## config.mk

```make
export PLATFORM = sky130hd
export DESIGN_NAME = frog_tracker
export DESIGN_NICKNAME = d
export VERILOG_FILES = /design/src/rtl/frog_pkg.sv /design/src/rtl/frog_step.sv /design/src/rtl/frog_tracker.sv
export SDC_FILE = /design/constraint.sdc
export NUM_CORES = 1
export LEC_CHECK = 0
export BUFFER_PORTS_ARGS = -buffer_cell sky130_fd_sc_hd__buf_2
export CAP_MARGIN = 20
export CORE_UTILIZATION = 28
export CTS_CLUSTER_SIZE = 8
export DETAILED_ROUTE_END_ITERATION = 10
export HOLD_SLACK_MARGIN = 0.08
export PLACE_DENSITY = 0.58
export SLEW_MARGIN = 0
export SYNTH_ARGS = -nofsm -noshare
export SYNTH_HDL_FRONTEND = slang
export SYNTH_SLANG_ARGS = --single-unit
```

## constraint.sdc

```tcl
create_clock -name clk -period 4.1 [get_ports clk]
set_input_delay 0.41 -clock clk [delete_from_list [all_inputs] [get_ports clk]]
set_output_delay 0.41 -clock clk [all_outputs]
set_load 0.02 [all_outputs]
```

## src/rtl/frog_pkg.sv

```systemverilog
// Shared types and grid constants for the frog tracker.
package frog_pkg;

  typedef enum logic [1:0] {
    PLAY = 2'd0,
    HIT  = 2'd1,
    WIN  = 2'd2,
    OVER = 2'd3
  } state_e;

  localparam int GRID_W = 16;
  localparam int GRID_H = 16;

  localparam logic [3:0] START_X = 4'd7;
  localparam logic [3:0] START_Y = 4'd0;
  localparam logic [3:0] GOAL_Y  = 4'd15;

endpackage

```

## src/rtl/frog_step.sv

```systemverilog
// Combinational move resolver: single-move priority up > down > left > right.
// Column wraps at the grid edges when FROG_WRAP_EN is defined, otherwise saturates.
module frog_step
  import frog_pkg::*;
(
  input  logic [3:0] x,
  input  logic [3:0] y,
  input  logic       up,
  input  logic       down,
  input  logic       left,
  input  logic       right,
  output logic [3:0] nx,
  output logic [3:0] ny
);

  localparam logic [3:0] X_MAX = 4'(GRID_W - 1);
  localparam logic [3:0] Y_MAX = 4'(GRID_H - 1);

  always_comb begin
    nx = x;
    ny = y;
    if (up) begin
      if (y != Y_MAX) ny = y + 4'd1;
    end else if (down) begin
      if (y != 4'd0) ny = y - 4'd1;
    end else if (left) begin
`ifdef FROG_WRAP_EN
      nx = (x == 4'd0) ? X_MAX : x - 4'd1;
`else
      if (x != 4'd0) nx = x - 4'd1;
`endif
    end else if (right) begin
`ifdef FROG_WRAP_EN
      nx = (x == X_MAX) ? 4'd0 : x + 4'd1;
`else
      if (x != X_MAX) nx = x + 4'd1;
`endif
    end
  end

endmodule

```

## src/rtl/frog_tracker.sv

```systemverilog
// Frog crossing game tracker: position, collision, lives and score.
// Column wrap-around is enabled by defining FROG_WRAP_EN.
//   state | meaning
//   PLAY  | accepting moves, checking collisions and goal
//   HIT   | collision hold, position parked at start
//   WIN   | crossing hold, position parked at start
//   OVER  | no lives left, frozen until hardReset
module frog_tracker
  import frog_pkg::*;
#(
  parameter int START_LIVES = 3,
  parameter int HOLD_CYCLES = 8
) (
  input  logic              clk,
  input  logic              hardReset,
  input  logic              up,
  input  logic              down,
  input  logic              left,
  input  logic              right,
  input  logic [15:0][15:0] lanes,
  output logic [3:0]        frog_x,
  output logic [3:0]        frog_y,
  output logic              hit,
  output logic              win,
  output logic [1:0]        lives,
  output logic [3:0]        score,
  output logic              game_over
);

  localparam logic [7:0] HOLD_INIT  = 8'(HOLD_CYCLES);
  localparam logic [1:0] LIVES_INIT = 2'(START_LIVES);

  state_e      state_q, state_d;
  logic [3:0]  x_q, x_d;
  logic [3:0]  y_q, y_d;
  logic [1:0]  lives_q, lives_d;
  logic [3:0]  score_q, score_d;
  logic [7:0]  cnt_q, cnt_d;

  logic [3:0]  nx, ny;
  logic        collide;

  frog_step u_step (
    .x     (x_q),
    .y     (y_q),
    .up    (up),
    .down  (down),
    .left  (left),
    .right (right),
    .nx    (nx),
    .ny    (ny)
  );

  // Lookup at the candidate cell also catches a car arriving on a still frog.
  assign collide = lanes[ny][nx];

  always_comb begin
    state_d = state_q;
    x_d     = x_q;
    y_d     = y_q;
    lives_d = lives_q;
    score_d = score_q;
    cnt_d   = cnt_q;
    case (state_q)
      PLAY: begin
        if (collide) begin
          state_d = HIT;
          if (lives_q != 2'd0) lives_d = lives_q - 2'd1;
          x_d     = START_X;
          y_d     = START_Y;
          cnt_d   = HOLD_INIT;
        end else if (ny == GOAL_Y) begin
          state_d = WIN;
          if (score_q != 4'hF) score_d = score_q + 4'd1;
          x_d     = START_X;
          y_d     = START_Y;
          cnt_d   = HOLD_INIT;
        end else begin
          x_d = nx;
          y_d = ny;
        end
      end
      HIT, WIN: begin
        if (cnt_q <= 8'd1) begin
          state_d = (lives_q == 2'd0) ? OVER : PLAY;
          cnt_d   = 8'd0;
        end else begin
          cnt_d = cnt_q - 8'd1;
        end
      end
      OVER: ;
      default: state_d = PLAY;
    endcase
  end

  always_ff @(posedge clk) begin
    if (hardReset) begin
      state_q <= PLAY;
      x_q     <= START_X;
      y_q     <= START_Y;
      lives_q <= LIVES_INIT;
      score_q <= 4'd0;
      cnt_q   <= 8'd0;
    end else begin
      state_q <= state_d;
      x_q     <= x_d;
      y_q     <= y_d;
      lives_q <= lives_d;
      score_q <= score_d;
      cnt_q   <= cnt_d;
    end
  end

  assign frog_x    = x_q;
  assign frog_y    = y_q;
  assign lives     = lives_q;
  assign score     = score_q;
  assign hit       = (state_q == HIT);
  assign win       = (state_q == WIN);
  assign game_over = (state_q == OVER);

endmodule

```

==> results.sh <==
export IMPL_antenna_found_initial=3
export IMPL_drcViolationCount=0
export IMPL_cts_tree="yes"
export IMPL_p_sw_w=0.00227
export IMPL_synth_top_cell_area_share_pct=10.5
export IMPL_syn_nets=884
export IMPL_netlist_area_sq_um=4560
export IMPL_critPathKind="reg -> reg"
export IMPL_die_w_microns=130
export IMPL_cts_root_buf="clkbuf_16"
export IMPL_power_share_combinational_pct=85.7
export IMPL_p_leak_nw=3.12
export IMPL_start_util_pct=28.7
export IMPL_cap_violations=0
export IMPL_drt_first_pass_iters=5
export IMPL_synth_simple_area_share_pct=28.6
export IMPL_dpl_hpwl_mm=17.5
export IMPL_drive_above_1_share_pct=45.7
export IMPL_fin_crit_sh_pct=95.8
export IMPL_fp_row_count=46
export IMPL_ys_top_cells_by_count="nand2_1, and3_1, a211oi_1"
export IMPL_synth_seq_cells=24
export IMPL_synth_flop_cell="dfxtp_1"
export IMPL_slew_headroom_pct=57.0
export IMPL_ir_drop_mv=0.350
export IMPL_path_clk_slew_ps=70
export IMPL_place_congestion=0.875
export IMPL_cpPeakStageDelay_ps=420
export IMPL_grt_start_max_net_pins=47
export IMPL_holdWs_ps=498
export IMPL_ant_nets=0
export IMPL_vias=6296
export IMPL_syn_to_final_growth_pct=50.1
export IMPL_synth_top_family_by_area="compound AO/OA/AOI/OAI gates"
export IMPL_synth_compound_area_share_pct=33.1
export IMPL_ctsHoldBuffers=0
export IMPL_portBuffers=278
export IMPL_cp_startpoint="frog_y[0]"
export IMPL_power_frac_seq_pct=7.9
export IMPL_yosysMostFrequentCell="nand2_1"
export IMPL_path_max_fanout=32
export IMPL_crit_top_cell="buf_4"
export IMPL_worstPathCellList="inv_2 -> ha_1 -> buf_4 -> or3b_1 -> a211o_4 -> o211a_4 -> buf_12 -> or4_1 -> a311o_1 -> o2111ai_1 -> or4_4 -> o211ai_2 -> a21oi_4 -> buf_4 -> nor2_1 -> a311oi_1"
export IMPL_detail_route_wl_per_cell_microns=19.8
export IMPL_p_per_area_nw_per_um2=654
export IMPL_synth_warnings=0
export IMPL_fin_skew_ps=8.42
export IMPL_fp_dieH_microns=130
export IMPL_slowest_stage="or4_1"
export IMPL_drt_iter0_markers=421
export IMPL_synth_xor_area_share_pct=0.961
export IMPL_grt_util_all_layers_pct=24.9
export IMPL_yosysTopAreaCell="dfxtp_1"
export IMPL_async_flop_share_pct=0
export IMPL_status="complete, no violations"
export IMPL_grt_pass1_vias=5855
export IMPL_swShare_pct=50.8
export IMPL_crit_arrival_ps=4090
export IMPL_fp_coreArea_sq_um=15900
export IMPL_end_kind="register"
export IMPL_avgSynthCellArea_sq_um=7.47
export IMPL_nets=1176
export IMPL_cell_internal_pwr_w=0.00220
export IMPL_numCtsBuffers=3
export IMPL_finalHoldViolCount=0
export IMPL_start_kind="register"
export IMPL_slew_viol_final=0
export IMPL_synth_cell_type_count=76
export IMPL_ys_seq_area_share_pct=10.5
export IMPL_clock_path_buffers=2
export IMPL_boundaryPins=279
export IMPL_routed_wl_mm=22.1
export IMPL_finalPower_w=0.00447
export IMPL_clk_latency_ps=260
export IMPL_grt_first_pass_wirelength_mm=32.4
export IMPL_synth_mux_area_share_pct=15.1
export IMPL_timing_fmax_mhz=255
export IMPL_cts_num_sinks=24
export IMPL_hp_start="cnt_q[6]"
export IMPL_regToRegStartpoint="frog_y[0]"
export IMPL_synth_edff_count=0
export IMPL_pwr_share_clk_pct=6.3
export IMPL_viasPerCell=5.63
export IMPL_worstPathRequired_ps=4270
export IMPL_rsz0062_at_grt="yes"
export IMPL_syn_inst=610
export IMPL_worstMarginPinSlew_ps=640
export IMPL_synth_area_leaders="dfxtp_1, a211oi_1, and3_1"
export IMPL_grt_overflow_total=0
export IMPL_hold_class="reg -> reg"
export IMPL_fin_crit_ps=3930
export IMPL_synth_adder_area_share_pct=3.29
export IMPL_cts_max_level=1
export IMPL_setup_violations=0
export IMPL_die_area_sq_um=16800
final cells by class:
cell class                      instances  area (sq um)
Fill cell                            1680          9040
Multi-Input combinational cell        510          3870
Timing Repair Buffer                  345          2040
Sequential cell                        24           480
Tap cell                              216           270
Clock buffer                            3          75.1
Inverter                               18          67.6
Clock inverter                          1          30.0
Antenna cell                            2          5.00
final timing paths:
| path | endpoint | slack [ps] | depth (start not counted) |
|---|---|---|---|
| max | state_q[0] | 170 | 16 |
| min | cnt_q[6] | 500 | 2 |
| max reg2reg | state_q[0] | 170 | 16 |
| min reg2reg | cnt_q[6] | 500 | 2 |
timing repair:
item / 4_1_cts / 5_1_grt
pin swaps: 0 / 8
endpoints found under the setup margin: 6 / 21
gates cloned: 0 / 3
gates resized for setup: 2 / 25
buffers inserted: 0 / 15
hold endpoints to repair: 0 / 0
cell families after synthesis:
logic type | count (synthesis)
xor+xnor | 5
fa+ha+maj | 12
mux | 45
compound gates | 203
buf+inv | 78
flops | 24
simple gates | 243
routing by layer:
metal  vias up  track usage [%]  share of wire (%)
met1      2950             32.1                 41
met4         2             6.70                2.6
met2       285             41.8                 48
met5         -                0              0.050
met3        41             5.49                8.2
li1       3018                -                  -
layout by cell type, fill, tap and decap left out, types with 4 or more instances in the layout:
master     instances
a31oi_1           16
a2111oi_0          4
o22ai_1            4
xnor2_1            5
mux4_1             4
o21ai_0           23
mux2_2             9
a31o_2             4
nor2_1            27
clkbuf_16          4
nand3_1           30
o211ai_1          11
inv_1             17
ha_1              12
a311oi_1           9
buf_2            278
a211oi_1          45
o21ai_1            4
a22oi_1            9
o311a_1            4
and3_1            51
a311o_1            5
buf_12            10
or4_1             10
mux2i_1           17
a21oi_1           17
nand4_1            9
dfxtp_1           24
nand2_1           74
or3_1              7
nor3_1             5
mux4_2            13
buf_4             54
metrics by stage:
step	std cells	TNS (ps)	cell area, sq um	worst slack (ps)	util (%)
after floorplan	610	0	4560	184	-
after global placement	1095	-315	6420	-106	40.4
after detailed placement	1095	-200	6420	-75.0	40.4
after CTS	1099	0	6540	53.6	41.2
after global routing	1119	0	6840	0.716	43.1
final	1119	0	6840	174	43.1
state kept, by name (all words and copies together), names as in the netlist:
| signal | count |
|---|---|
| score | 4 |
| lives | 2 |
| frog_x | 4 |
| frog_y | 4 |
| cnt_q | 8 |
| state_q | 2 |
critical path, delay by kind of cell, from the launching register on:
family | cells | cell delay [ps]
flops | 1 | 320
simple gates | 4 | 1060
fa+ha+maj | 1 | 160
compound gates | 7 | 1690
buf+inv | 4 | 590
power by group through the flow:
stage	logic [W]	clock network (W)	registers (W)
2_1_floorplan	0.00236	0	0.000376
3_3_place_gp	0.00344	0	0.000355
3_5_place_dp	0.00345	0	0.000355
4_1_cts	0.00349	0.000285	0.000351
5_1_grt	0.00413	0.000295	0.000363
6_report	0.00383	0.000283	0.000355
(Power assumes the default switching activity.)
